--- src/rtl/tanimoto_ctrl_if.sv ---
// Signal bundle between tanimoto_ctrl and its host FIFOs, datapath and result consumer.
// Defining TANIMOTO_CTRL_THR_SKIP_EN adds the i_Skip_Thr start qualifier.
interface tanimoto_ctrl_if #(
    parameter int BUS_WIDTH    = 128,
    parameter int VECTOR_WIDTH = 920,
    parameter int CNT_WIDTH    = $clog2(VECTOR_WIDTH),
    parameter int VEC_ID_WIDTH = $clog2(VECTOR_WIDTH),
    parameter int BEAT_WIDTH   = 32
);
    logic                      i_Start;
`ifdef TANIMOTO_CTRL_THR_SKIP_EN
    logic                      i_Skip_Thr;
`endif
    logic [BEAT_WIDTH-1:0]     i_Ref_Beats;
    logic [BEAT_WIDTH-1:0]     i_Cmp_Beats;
    logic [CNT_WIDTH:0]        i_Thr_Data;
    logic                      i_Thr_Valid;
    logic                      o_Thr_Read;
    logic [BUS_WIDTH-1:0]      i_Src_Vector;
    logic                      i_Src_Valid;
    logic                      o_Src_Read;
    logic [BUS_WIDTH-1:0]      o_Vector;
    logic                      o_Valid;
    logic                      o_Last;
    logic                      i_Read;
    logic [CNT_WIDTH-1:0]      o_BRAM_Addr;
    logic [CNT_WIDTH:0]        o_BRAM_Din;
    logic                      o_BRAM_En;
    logic                      o_BRAM_WrEn;
    logic                      i_IDPair_Ready;
    logic [2*VEC_ID_WIDTH-1:0] i_IDPair_Out;
    logic                      i_IDPair_Last;
    logic                      o_IDPair_Read;
    logic                      o_Res_Valid;
    logic [2*VEC_ID_WIDTH-1:0] o_Res_Data;
    logic                      i_Res_Ready;
    logic                      o_Busy;
    logic                      o_Ref_Phase;
    logic                      o_Done;
    logic                      o_Error;
    logic [BEAT_WIDTH-1:0]     o_Pair_Count;

    // Controller side.
    modport slave (
`ifdef TANIMOTO_CTRL_THR_SKIP_EN
        input  i_Skip_Thr,
`endif
        input  i_Start, i_Ref_Beats, i_Cmp_Beats, i_Thr_Data, i_Thr_Valid,
        input  i_Src_Vector, i_Src_Valid, i_Read,
        input  i_IDPair_Ready, i_IDPair_Out, i_IDPair_Last, i_Res_Ready,
        output o_Thr_Read, o_Src_Read, o_Vector, o_Valid, o_Last,
        output o_BRAM_Addr, o_BRAM_Din, o_BRAM_En, o_BRAM_WrEn,
        output o_IDPair_Read, o_Res_Valid, o_Res_Data,
        output o_Busy, o_Ref_Phase, o_Done, o_Error, o_Pair_Count
    );

    // Environment side (FIFOs, datapath, consumer).
    modport master (
`ifdef TANIMOTO_CTRL_THR_SKIP_EN
        output i_Skip_Thr,
`endif
        output i_Start, i_Ref_Beats, i_Cmp_Beats, i_Thr_Data, i_Thr_Valid,
        output i_Src_Vector, i_Src_Valid, i_Read,
        output i_IDPair_Ready, i_IDPair_Out, i_IDPair_Last, i_Res_Ready,
        input  o_Thr_Read, o_Src_Read, o_Vector, o_Valid, o_Last,
        input  o_BRAM_Addr, o_BRAM_Din, o_BRAM_En, o_BRAM_WrEn,
        input  o_IDPair_Read, o_Res_Valid, o_Res_Data,
        input  o_Busy, o_Ref_Phase, o_Done, o_Error, o_Pair_Count
    );
endinterface

--- src/rtl/tanimoto_ctrl.sv ---
// Job sequencer for tanimoto_top: threshold load, vector streaming, result forwarding.
// Defining TANIMOTO_CTRL_THR_SKIP_EN lets a job reuse the thresholds already in the BRAM.
module tanimoto_ctrl #(
    parameter int VECTOR_WIDTH = 920,
    parameter int CNT_WIDTH    = $clog2(VECTOR_WIDTH),
    parameter int BEAT_WIDTH   = 32
) (
    input logic           clk,
    input logic           rst,
    tanimoto_ctrl_if.slave bus
);
    typedef enum logic [2:0] {S_IDLE, S_LOAD_THR, S_STREAM, S_DRAIN, S_DONE} state_e;

    localparam logic [CNT_WIDTH-1:0] LAST_ADDR = CNT_WIDTH'(VECTOR_WIDTH - 1);

    state_e                state_q, state_d;
    logic [CNT_WIDTH-1:0]  addr_q, addr_d;
    logic [BEAT_WIDTH-1:0] beat_q, beat_d;
    logic [BEAT_WIDTH-1:0] ref_q, ref_d;
    logic [BEAT_WIDTH-1:0] total_q, total_d;
    logic [BEAT_WIDTH-1:0] pair_q, pair_d;
    logic                  last_seen_q, last_seen_d;
    logic                  error_q, error_d;
    logic                  bram_en_q;

    logic [BEAT_WIDTH-1:0] total_start;
    logic                  res_active, res_xfer, beat_xfer, at_last_beat, skip_thr;

`ifdef TANIMOTO_CTRL_THR_SKIP_EN
    assign skip_thr = bus.i_Skip_Thr;
`else
    assign skip_thr = 1'b0;
`endif

    assign total_start  = bus.i_Ref_Beats + bus.i_Cmp_Beats;
    assign res_active   = (state_q != S_IDLE);
    assign res_xfer     = res_active && bus.i_IDPair_Ready && bus.i_Res_Ready;
    assign beat_xfer    = bus.i_Src_Valid && bus.i_Read;
    assign at_last_beat = (beat_q == total_q - BEAT_WIDTH'(1));

    assign bus.o_Busy       = res_active;
    assign bus.o_Error      = error_q;
    assign bus.o_Pair_Count = pair_q;
    assign bus.o_BRAM_En    = bram_en_q;

    always_comb begin
        // NOTE: every signal driven here gets a default first, so no path through the case can infer a latch.
        state_d     = state_q;
        addr_d      = addr_q;
        beat_d      = beat_q;
        ref_d       = ref_q;
        total_d     = total_q;
        pair_d      = pair_q;
        last_seen_d = last_seen_q;
        error_d     = error_q;

        bus.o_Thr_Read    = 1'b0;
        bus.o_BRAM_WrEn   = 1'b0;
        bus.o_BRAM_Addr   = '0;
        bus.o_BRAM_Din    = '0;
        bus.o_Vector      = '0;
        bus.o_Valid       = 1'b0;
        bus.o_Src_Read    = 1'b0;
        bus.o_Last        = 1'b0;
        bus.o_Ref_Phase   = 1'b0;
        bus.o_Done        = 1'b0;
        bus.o_Res_Valid   = res_active && bus.i_IDPair_Ready;
        bus.o_Res_Data    = res_active ? bus.i_IDPair_Out : '0;
        bus.o_IDPair_Read = res_active && bus.i_Res_Ready;

        // A last-flagged result before the stream has finished is a protocol error.
        if (res_xfer) begin
            pair_d = pair_q + BEAT_WIDTH'(1);
            if (bus.i_IDPair_Last) begin
                last_seen_d = 1'b1;
                if (state_q == S_LOAD_THR || state_q == S_STREAM) error_d = 1'b1;
            end
        end

        unique case (state_q)
            S_IDLE: begin
                if (bus.i_Start) begin
                    ref_d       = bus.i_Ref_Beats;
                    total_d     = total_start;
                    addr_d      = '0;
                    beat_d      = '0;
                    pair_d      = '0;
                    last_seen_d = 1'b0;
                    error_d     = 1'b0;
                    if (!skip_thr) begin
                        state_d = S_LOAD_THR;
                    end else if (total_start == '0) begin
                        state_d = S_DONE;
                        error_d = 1'b1;
                    end else begin
                        state_d = S_STREAM;
                    end
                end
            end
            S_LOAD_THR: begin
                bus.o_Thr_Read  = bus.i_Thr_Valid;
                bus.o_BRAM_WrEn = bus.i_Thr_Valid;
                bus.o_BRAM_Addr = addr_q;
                bus.o_BRAM_Din  = bus.i_Thr_Data;
                if (bus.i_Thr_Valid) begin
                    addr_d = addr_q + CNT_WIDTH'(1);
                    if (addr_q == LAST_ADDR) begin
                        if (total_q == '0) begin
                            state_d = S_DONE;
                            error_d = 1'b1;
                        end else begin
                            state_d = S_STREAM;
                        end
                    end
                end
            end
            S_STREAM: begin
                bus.o_Vector    = bus.i_Src_Vector;
                bus.o_Valid     = bus.i_Src_Valid;
                bus.o_Src_Read  = beat_xfer;
                bus.o_Last      = bus.i_Src_Valid && at_last_beat;
                bus.o_Ref_Phase = (beat_q < ref_q);
                if (beat_xfer) begin
                    beat_d = beat_q + BEAT_WIDTH'(1);
                    if (at_last_beat) state_d = S_DRAIN;
                end
            end
            S_DRAIN: begin
                if (last_seen_q || (res_xfer && bus.i_IDPair_Last)) state_d = S_DONE;
            end
            S_DONE: begin
                bus.o_Done = 1'b1;
                state_d    = S_IDLE;
            end
            default: state_d = S_IDLE;
        endcase
    end

    always_ff @(posedge clk) begin
        // NOTE: state registers use non-blocking assignments so every flop samples pre-edge values.
        if (rst) begin
            state_q     <= S_IDLE;
            addr_q      <= '0;
            beat_q      <= '0;
            ref_q       <= '0;
            total_q     <= '0;
            pair_q      <= '0;
            last_seen_q <= 1'b0;
            error_q     <= 1'b0;
            bram_en_q   <= 1'b0;
        end else begin
            state_q     <= state_d;
            addr_q      <= addr_d;
            beat_q      <= beat_d;
            ref_q       <= ref_d;
            total_q     <= total_d;
            pair_q      <= pair_d;
            last_seen_q <= last_seen_d;
            error_q     <= error_d;
            bram_en_q   <= 1'b1;
        end
    end
endmodule

--- src/flat_wrapper.sv ---
// flat-port wrapper written by rule: the top's interface ports become plain ports
module tanimoto_ctrl_flat 
#(
    parameter int VECTOR_WIDTH = 920,
    parameter int CNT_WIDTH    = $clog2(VECTOR_WIDTH),
    parameter int BEAT_WIDTH   = 32
)
  (clk, rst, bus_i_Start, bus_i_Ref_Beats, bus_i_Cmp_Beats, bus_i_Thr_Data, bus_i_Thr_Valid, bus_i_Src_Vector, bus_i_Src_Valid, bus_i_Read, bus_i_IDPair_Ready, bus_i_IDPair_Out, bus_i_IDPair_Last, bus_i_Res_Ready, bus_o_Thr_Read, bus_o_Src_Read, bus_o_Vector, bus_o_Valid, bus_o_Last, bus_o_BRAM_Addr, bus_o_BRAM_Din, bus_o_BRAM_En, bus_o_BRAM_WrEn, bus_o_IDPair_Read, bus_o_Res_Valid, bus_o_Res_Data, bus_o_Busy, bus_o_Ref_Phase, bus_o_Done, bus_o_Error, bus_o_Pair_Count);
  tanimoto_ctrl_if #(.BUS_WIDTH((128)), .VECTOR_WIDTH(VECTOR_WIDTH), .CNT_WIDTH(CNT_WIDTH), .VEC_ID_WIDTH(($clog2(VECTOR_WIDTH))), .BEAT_WIDTH(BEAT_WIDTH)) bus_i ();
  input logic clk;
  input logic rst;
  input wire logic [$bits(bus_i.i_Start)-1:0] bus_i_Start;
  input wire logic [$bits(bus_i.i_Ref_Beats)-1:0] bus_i_Ref_Beats;
  input wire logic [$bits(bus_i.i_Cmp_Beats)-1:0] bus_i_Cmp_Beats;
  input wire logic [$bits(bus_i.i_Thr_Data)-1:0] bus_i_Thr_Data;
  input wire logic [$bits(bus_i.i_Thr_Valid)-1:0] bus_i_Thr_Valid;
  input wire logic [$bits(bus_i.i_Src_Vector)-1:0] bus_i_Src_Vector;
  input wire logic [$bits(bus_i.i_Src_Valid)-1:0] bus_i_Src_Valid;
  input wire logic [$bits(bus_i.i_Read)-1:0] bus_i_Read;
  input wire logic [$bits(bus_i.i_IDPair_Ready)-1:0] bus_i_IDPair_Ready;
  input wire logic [$bits(bus_i.i_IDPair_Out)-1:0] bus_i_IDPair_Out;
  input wire logic [$bits(bus_i.i_IDPair_Last)-1:0] bus_i_IDPair_Last;
  input wire logic [$bits(bus_i.i_Res_Ready)-1:0] bus_i_Res_Ready;
  output wire logic [$bits(bus_i.o_Thr_Read)-1:0] bus_o_Thr_Read;
  output wire logic [$bits(bus_i.o_Src_Read)-1:0] bus_o_Src_Read;
  output wire logic [$bits(bus_i.o_Vector)-1:0] bus_o_Vector;
  output wire logic [$bits(bus_i.o_Valid)-1:0] bus_o_Valid;
  output wire logic [$bits(bus_i.o_Last)-1:0] bus_o_Last;
  output wire logic [$bits(bus_i.o_BRAM_Addr)-1:0] bus_o_BRAM_Addr;
  output wire logic [$bits(bus_i.o_BRAM_Din)-1:0] bus_o_BRAM_Din;
  output wire logic [$bits(bus_i.o_BRAM_En)-1:0] bus_o_BRAM_En;
  output wire logic [$bits(bus_i.o_BRAM_WrEn)-1:0] bus_o_BRAM_WrEn;
  output wire logic [$bits(bus_i.o_IDPair_Read)-1:0] bus_o_IDPair_Read;
  output wire logic [$bits(bus_i.o_Res_Valid)-1:0] bus_o_Res_Valid;
  output wire logic [$bits(bus_i.o_Res_Data)-1:0] bus_o_Res_Data;
  output wire logic [$bits(bus_i.o_Busy)-1:0] bus_o_Busy;
  output wire logic [$bits(bus_i.o_Ref_Phase)-1:0] bus_o_Ref_Phase;
  output wire logic [$bits(bus_i.o_Done)-1:0] bus_o_Done;
  output wire logic [$bits(bus_i.o_Error)-1:0] bus_o_Error;
  output wire logic [$bits(bus_i.o_Pair_Count)-1:0] bus_o_Pair_Count;
  assign bus_i.i_Start = bus_i_Start;
  assign bus_i.i_Ref_Beats = bus_i_Ref_Beats;
  assign bus_i.i_Cmp_Beats = bus_i_Cmp_Beats;
  assign bus_i.i_Thr_Data = bus_i_Thr_Data;
  assign bus_i.i_Thr_Valid = bus_i_Thr_Valid;
  assign bus_i.i_Src_Vector = bus_i_Src_Vector;
  assign bus_i.i_Src_Valid = bus_i_Src_Valid;
  assign bus_i.i_Read = bus_i_Read;
  assign bus_i.i_IDPair_Ready = bus_i_IDPair_Ready;
  assign bus_i.i_IDPair_Out = bus_i_IDPair_Out;
  assign bus_i.i_IDPair_Last = bus_i_IDPair_Last;
  assign bus_i.i_Res_Ready = bus_i_Res_Ready;
  assign bus_o_Thr_Read = bus_i.o_Thr_Read;
  assign bus_o_Src_Read = bus_i.o_Src_Read;
  assign bus_o_Vector = bus_i.o_Vector;
  assign bus_o_Valid = bus_i.o_Valid;
  assign bus_o_Last = bus_i.o_Last;
  assign bus_o_BRAM_Addr = bus_i.o_BRAM_Addr;
  assign bus_o_BRAM_Din = bus_i.o_BRAM_Din;
  assign bus_o_BRAM_En = bus_i.o_BRAM_En;
  assign bus_o_BRAM_WrEn = bus_i.o_BRAM_WrEn;
  assign bus_o_IDPair_Read = bus_i.o_IDPair_Read;
  assign bus_o_Res_Valid = bus_i.o_Res_Valid;
  assign bus_o_Res_Data = bus_i.o_Res_Data;
  assign bus_o_Busy = bus_i.o_Busy;
  assign bus_o_Ref_Phase = bus_i.o_Ref_Phase;
  assign bus_o_Done = bus_i.o_Done;
  assign bus_o_Error = bus_i.o_Error;
  assign bus_o_Pair_Count = bus_i.o_Pair_Count;
  tanimoto_ctrl #(.VECTOR_WIDTH(VECTOR_WIDTH), .CNT_WIDTH(CNT_WIDTH), .BEAT_WIDTH(BEAT_WIDTH)) u_core (.clk(clk), .rst(rst), .bus(bus_i));
endmodule
--- config.mk ---
export PLATFORM = sky130hd
export DESIGN_NAME = tanimoto_ctrl_flat
export DESIGN_NICKNAME = d
export VERILOG_FILES = /design/src/rtl/tanimoto_ctrl_if.sv /design/src/rtl/tanimoto_ctrl.sv /design/src/flat_wrapper.sv
export SDC_FILE = /design/constraint.sdc
export NUM_CORES = 1
export LEC_CHECK = 0
export ABC_AREA = 1
export BUFFER_PORTS_ARGS = -buffer_cell sky130_fd_sc_hd__buf_4
export CAP_MARGIN = 20
export CORE_AREA = 2 2 171 173
export CTS_CLUSTER_SIZE = 10
export DETAILED_ROUTE_END_ITERATION = 10
export DIE_AREA = 0 0 173 175
export PLACE_DENSITY_LB_ADDON = 0.1
export SLEW_MARGIN = 20
export SYNTH_ARGS = -nofsm -noshare
export SYNTH_HDL_FRONTEND = slang
export SYNTH_SLANG_ARGS = --single-unit
--- constraint.sdc ---
create_clock -name clk -period 4.4 [get_ports clk]
set_clock_uncertainty 0.2 [all_clocks]
set_input_delay 0.66 -clock clk [delete_from_list [all_inputs] [get_ports clk]]
set_output_delay 0.66 -clock clk [all_outputs]
set_load 0.01 [all_outputs]
==> impl_metrics.tcl, run 1 <==
set metrics [dict create \
    rsz0062_at_grt "no" \
    clkTransAtPathRegs_ps 60 \
    async_reset_ff_share_pct 0 \
    wl_per_cell_um 17.8 \
    die_w_um 173 \
    grt_pass1_vias 12700 \
    dieHeight_um 175 \
    synthToLayoutAreaGrowth_pct 38.3 \
    antenna_found_initial 1 \
    pre_cts_ws_ps 923 \
    clock_latency_ps 440 \
    min_period_over_period_pct 89.8 \
    rows 62 \
    cp_max_fo 5 \
    core_um2 28400 \
    r2r-end "u_core.beat_q[31]" \
    synth-seq-area-share_pct 25.6 \
    slew_headroom_pct 36.8 \
    synth_cell_types 51 \
    hp-class "flip-flop to flip-flop" \
    cts_htree_levels 4 \
    yosys_warnings 0 \
    track_usage_pct 30.7 \
    path_cells "inv_1 > ha_1 > nand2_1 > nor2_4 > nand2_1 > nor3_1 > nand2_1 > nor3_1 > nand2_1 > nand2_1 > nor3b_1 > nand4_1 > nor2_1 > buf_4" \
    min_from "u_core.addr_q[9]" \
    crit_type "flip-flop to output port" \
    dieArea_um2 30300 \
    drt_wl_total_um 47300 \
    critPathSlowestCell "dfxtp_1" \
    clock_sinks 144 \
    timing.final.ws_setup_ps 448 \
    cts_resized 0 \
    dpl_cell_area_um2 14900 \
    dr_total_vias 13200 \
    timing.fmax_mhz 253 \
    io_buffer_count 444 \
    vias_per_cell 4.99 \
    cp_top_family "simple AND/OR/NAND/NOR gates" \
    ys_ff_latch 144 \
    clock_path_buffers 2 \
    drive_gt1_share_pct 23.8 \
    start_util_pct 39.6 \
    worst_pin_slew_ps 946 \
    critPathArrivalTime_ps 3090 \
    ios 445 \
    syn_avg_cell_area_um2 6.13 \
    final_common_cell "buf_4" \
    timing.critical_path.mode_cell "nand2_1" \
    min_period_ps 3950 \
    dp_hpwl_um 39200 \
    final_area_um2 15500 \
    cp_data_required_time_ps 3540 \
    startpoint_type "flip-flop" \
    ir_drop_mv 0.297 \
    ctsHoldBuffers 0 \
    globalplace.congestion 0.989 \
    whs_ps 255 \
    grt_max_degree 76 \
    critPathMaxStageDelay_ps 310 \
    synth_cells 1834 \
    end_kind "output port" \
    status "finished clean" \
    r2r_setup_slack_ps 1280 \
    slew_violations 0 \
    timing.final.hold_violations 0 \
    cts_root_buf "clkbuf_16" \
    cts_setup_buffers 0 \
    maxCapViolations 0 \
    tritoncts "built" \
    worstHoldEndpoint "u_core.addr_q[9]" \
    setup_viol 0 \
    mostFrequentLayoutCells "450 x buf_4, 368 x inv_1, 335 x nor2_1" \
    ff2ff_path_depth 13 \
    drc 0 \
    cts-buffers-inserted 17 \
    tns_ps 0 \
    synth_ff_type "dfxtp_1" \
    synth_edf_count 0 \
    powerDensity_nw_per_um2 413 \
    gr-total-overflow 0 \
    nNetsFinal 2554 \
    grt_pass1_wl_um 71800 \
    initialDrtViolationCount 1002 \
    leakage_nw 8.27 \
    drt_pass1_iterations 5 \
    ant_nets 0 \
    r2r-start "u_core.state_q[2]" \
    hold_depth 1 \
    path_buf_inv 2 \
    syn_nets 2133 \
    syn_area_um2 11200 \
    startpoint "u_core.total_q[0]" \
]
[through the flow]
step	total power, mW	utilization, %	std cells
floorplan	3.55	-	1834
global route	6.85	54.8	2653
finish	6.43	54.8	2653
CTS	6.40	54.7	2652
detailed placement	4.86	52.6	2620
global placement	4.83	52.6	2620
[layer usage]
| layer | up-vias | track usage (%) | share of wire, % |
|---|---|---|---|
| li1 | 6613 | - | - |
| met1 | 6090 | 38.8 | 44 |
| met2 | 484 | 50.8 | 46 |
| met3 | 56 | 8.77 | 8.3 |
| met4 | 0 | 8.69 | 2.4 |
| met5 | - | 0 | 0 |
[worst max path at each step]
stage / endpoint / slack [ps] / depth (start not counted)
floorplan: u_core.total_q[24] / 1510 / 15
global placement: bus_o_Last / 1050 / 14
detailed placement: bus_o_Last / 920 / 14
CTS: bus_o_Last / 440 / 14
global route: bus_o_Last / 110 / 14
finish: bus_o_Last / 450 / 14
[layout make-up]
class / instances / area, um2
Clock buffer: 18 / 439
Antenna cell: 1 / 2.50
Clock inverter: 14 / 179
Sequential cell: 144 / 2880
Inverter: 379 / 1430
Fill cell: 2913 / 12800
Tap cell: 384 / 480
Multi-Input combinational cell: 1263 / 6760
Timing Repair Buffer: 450 / 3380
[cells in the mapped netlist (4+ instances only)]
cell / count / share of area (%)
nand4_1: 30 / 1.7
nand2_1: 271 / 9.1
a31oi_1: 6 / 0.33
nor2_2: 12 / 0.67
and3_1: 4 / 0.22
nor3_2: 9 / 0.80
a211oi_1: 7 / 0.47
a21o_1: 5 / 0.33
ha_1: 66 / 7.3
xnor2_1: 25 / 1.9
inv_1: 368 / 12
o22ai_1: 4 / 0.22
xor2_1: 50 / 3.9
nor4_1: 6 / 0.33
o21bai_1: 9 / 0.60
nand3_2: 5 / 0.45
a21oi_1: 114 / 5.1
o221ai_1: 5 / 0.39
nor2_1: 335 / 11
o32ai_1: 4 / 0.31
dfxtp_1: 144 / 26
nor3_1: 43 / 1.9
nand2_2: 4 / 0.22
buf_1: 5 / 0.17
clkbuf_1: 41 / 1.4
nand3_1: 91 / 4.1
o21ai_0: 118 / 5.3
nor3b_1: 6 / 0.40
inv_2: 8 / 0.27
nor2_4: 4 / 0.40
nand2_4: 4 / 0.40
[registers in the layout (all words and copies together), names as in the netlist]
register                 cells
u_core.beat_q               32
u_core.bus.o_Pair_Count     32
u_core.ref_q                32
u_core.total_q              32
u_core.addr_q               10
u_core.state_q               3
u_core.bus.o_BRAM_En         1
u_core.bus.o_Error           1
u_core.last_seen_q           1
[cell families (layout without fill, tap and decap cells)]
| family | Yosys count | after routing | share of synthesized area [%] |
|---|---|---|---|
| flops | 144 | 144 | 25.6 |
| fa+ha+maj | 67 | 67 | 7.53 |
| other cells | 0 | 1 | 0 |
| buf+inv | 427 | 861 | 14.3 |
| simple gates | 836 | 836 | 32.8 |
| compound gates | 285 | 285 | 13.8 |
| xor+xnor | 75 | 75 | 5.84 |
[report_power, final]
part           switching, mW  total, mW  internal [mW]
clock network          0.638       1.55          0.916
logic                   2.08       3.26           1.18
registers              0.148       1.61           1.47
total                   2.87       6.43           3.56
[worst reg2reg max path: stages, from the launching register on]
cell	delay [ps]
dfxtp_1	340
nor2_4	180
nand2_4	100
inv_4	230
nand2_2	330
nand2_4	200
nand2_4	90
nor4_2	280
nand4_1	310
nor3_1	420
nand2_1	90
inv_1	80
o21ai_0	70
a21oi_1	150
No activity file was read; power rests on OpenSTA's default activity.
==> inputs of run 2 (changes only) <==
--- a/config.mk
+++ b/config.mk
@@ -8,10 +8,10 @@
 export ABC_AREA = 1
 export BUFFER_PORTS_ARGS = -buffer_cell sky130_fd_sc_hd__buf_4
 export CAP_MARGIN = 20
-export CORE_AREA = 2 2 171 173
+export CORE_ASPECT_RATIO = 1.5
+export CORE_UTILIZATION = 25
 export CTS_CLUSTER_SIZE = 10
 export DETAILED_ROUTE_END_ITERATION = 10
-export DIE_AREA = 0 0 173 175
 export PLACE_DENSITY_LB_ADDON = 0.1
 export SLEW_MARGIN = 20
 export SYNTH_ARGS = -nofsm -noshare
==> impl_metrics.tcl, run 2 (synthesized netlist as in run 1, its figures left out) <==
set metrics [dict create \
    fin_util_pct 36.0 \
    grt_pass1_vias 12400 \
    antenna_found_initial 1 \
    nFillCells 4791 \
    whs_ps 246 \
    clock_sinks 144 \
    track_usage_pct 18.6 \
    timing.fmax_mhz 253 \
    slew_headroom_pct 30.3 \
    tns_ps 0 \
    cts_resized 0 \
    ios 445 \
    crit_type "flip-flop to output port" \
    cts-buffers-inserted 17 \
    drive_gt1_share_pct 23.8 \
    dp_hpwl_um 35800 \
    synthToLayoutAreaGrowth_pct 41.2 \
    cp_data_required_time_ps 3540 \
    rsz0062_at_grt "no" \
    top_usage_layer "met2" \
    leakage_nw 8.30 \
    drt_pass1_iterations 7 \
    timing.final.hold_violations 0 \
    startpoint_type "flip-flop" \
    cts_root_buf "clkbuf_16" \
    seq_area_um2 2880 \
    nNetsFinal 2556 \
    dieHeight_um 262 \
    crit_end "bus_o_Last" \
    drt_wl_total_um 43700 \
    grtUsageMet2_pct 35.3 \
    r2r-end "u_core.beat_q[31]" \
    critPathArrivalTime_ps 3100 \
    r2r_setup_slack_ps 1310 \
    status "finished clean" \
    start_util_pct 25.5 \
    hp-class "input port to flip-flop" \
    vias_per_cell 4.47 \
    globalplace.congestion 0.866 \
    grtUsageMet1_pct 20.9 \
    grt_use_met3_pct 2.47 \
    min_period_ps 3960 \
    end_kind "output port" \
    gr-total-overflow 0 \
    final_common_cell "buf_4" \
    powerDensity_nw_per_um2 407 \
    diodes 0 \
    rows 94 \
    mostFrequentLayoutCells "450 x buf_4, 367 x inv_1, 335 x nor2_1" \
    slew_violations 0 \
    initialDrtViolationCount 603 \
    worst_pin_slew_ps 1040 \
    tritoncts "built" \
    grt_max_degree 102 \
    ant_nets 0 \
    clock_latency_ps 450 \
    maxCapViolations 0 \
    min_period_over_period_pct 90.0 \
    io_buffer_count 444 \
    setup_viol 0 \
    core_um2 44100 \
    drc 0 \
    cts_htree_levels 4 \
    clkTransAtPathRegs_ps 70 \
    die_w_um 175 \
    ctsHoldBuffers 0 \
    r2r-start "u_core.state_q[2]" \
    dr_total_vias 12700 \
    ir_drop_mv 0.280 \
    cp_max_fo 5 \
    multi_input_area_um2 6760 \
    startpoint "u_core.total_q[0]" \
    wl_per_cell_um 15.3 \
    cts_setup_buffers 0 \
    dieArea_um2 45800 \
    clock_path_buffers 2 \
    ff2ff_path_depth 13 \
    grt_pass1_wl_um 66200 \
]
==> run 2: cell count changes in the layout (fill, tap and decap cells not counted), sizes merged <==
cell,change
clkinv,-2
diode,-1
buf,+2
inv,-1
bufinv,+2
clkinvlp,+1
==> run 2: layout make-up <==
cell class | count | share of cell area, %
Clock buffer | 18 | 2.77
Clock inverter | 14 | 1.43
Inverter | 379 | 8.99
Multi-Input combinational cell | 1263 | 42.6
Sequential cell | 144 | 18.2
Tap cell | 576 | 4.54
Timing Repair Buffer | 452 | 21.5
==> run 2: how the worst min path moves through the flow <==
stage	from	to	slack [ps]	depth (start not counted)
after floorplan	u_core.last_seen_q	u_core.last_seen_q	220	2
after detailed placement	u_core.last_seen_q	u_core.last_seen_q	240	2
after CTS	bus_i_Ref_Beats[7]	u_core.ref_q[7]	230	3
after global routing	bus_i_Ref_Beats[6]	u_core.ref_q[6]	250	3
after global placement	u_core.last_seen_q	u_core.last_seen_q	240	2
final	bus_i_Ref_Beats[7]	u_core.ref_q[7]	250	3
==> run 2: per-stage QoR <==
stage,area [um2],setup WS [ps],instances,total power [mW]
floorplan,11200,1510,1834,3.55
global placement,15200,962,2814,4.84
detailed placement,15200,949,2814,4.85
CTS,15900,456,2846,6.56
global route,15900,165,2846,6.97
finish,15900,441,2846,6.46
==> run 2: per-layer routing <==
layer | part of all wire [%] | routed length [um]
met5 | 0 | 0
met4 | 2.4 | 1060
met3 | 4.1 | 1810
met2 | 53 | 23100
met1 | 41 | 17700
==> run 2: report_power, final <==
group	leakage (nW)	switching, mW	internal, mW	total [mW]
registers	1.17	0.150	1.47	1.62
clock network	0.322	0.641	1.03	1.67
logic	6.80	1.99	1.19	3.18
==> run 2: critical path, stage by stage, from the launching register on <==
cell	delay [ps]
dfxtp_1	310
inv_1	110
ha_1	260
nand2_1	150
nor2_4	160
nand2_1	100
nor3_1	350
nand2_1	170
nor3_1	210
nand2_1	100
nand2_1	60
nor3b_1	180
nand4_1	210
nor2_1	140
buf_4	130
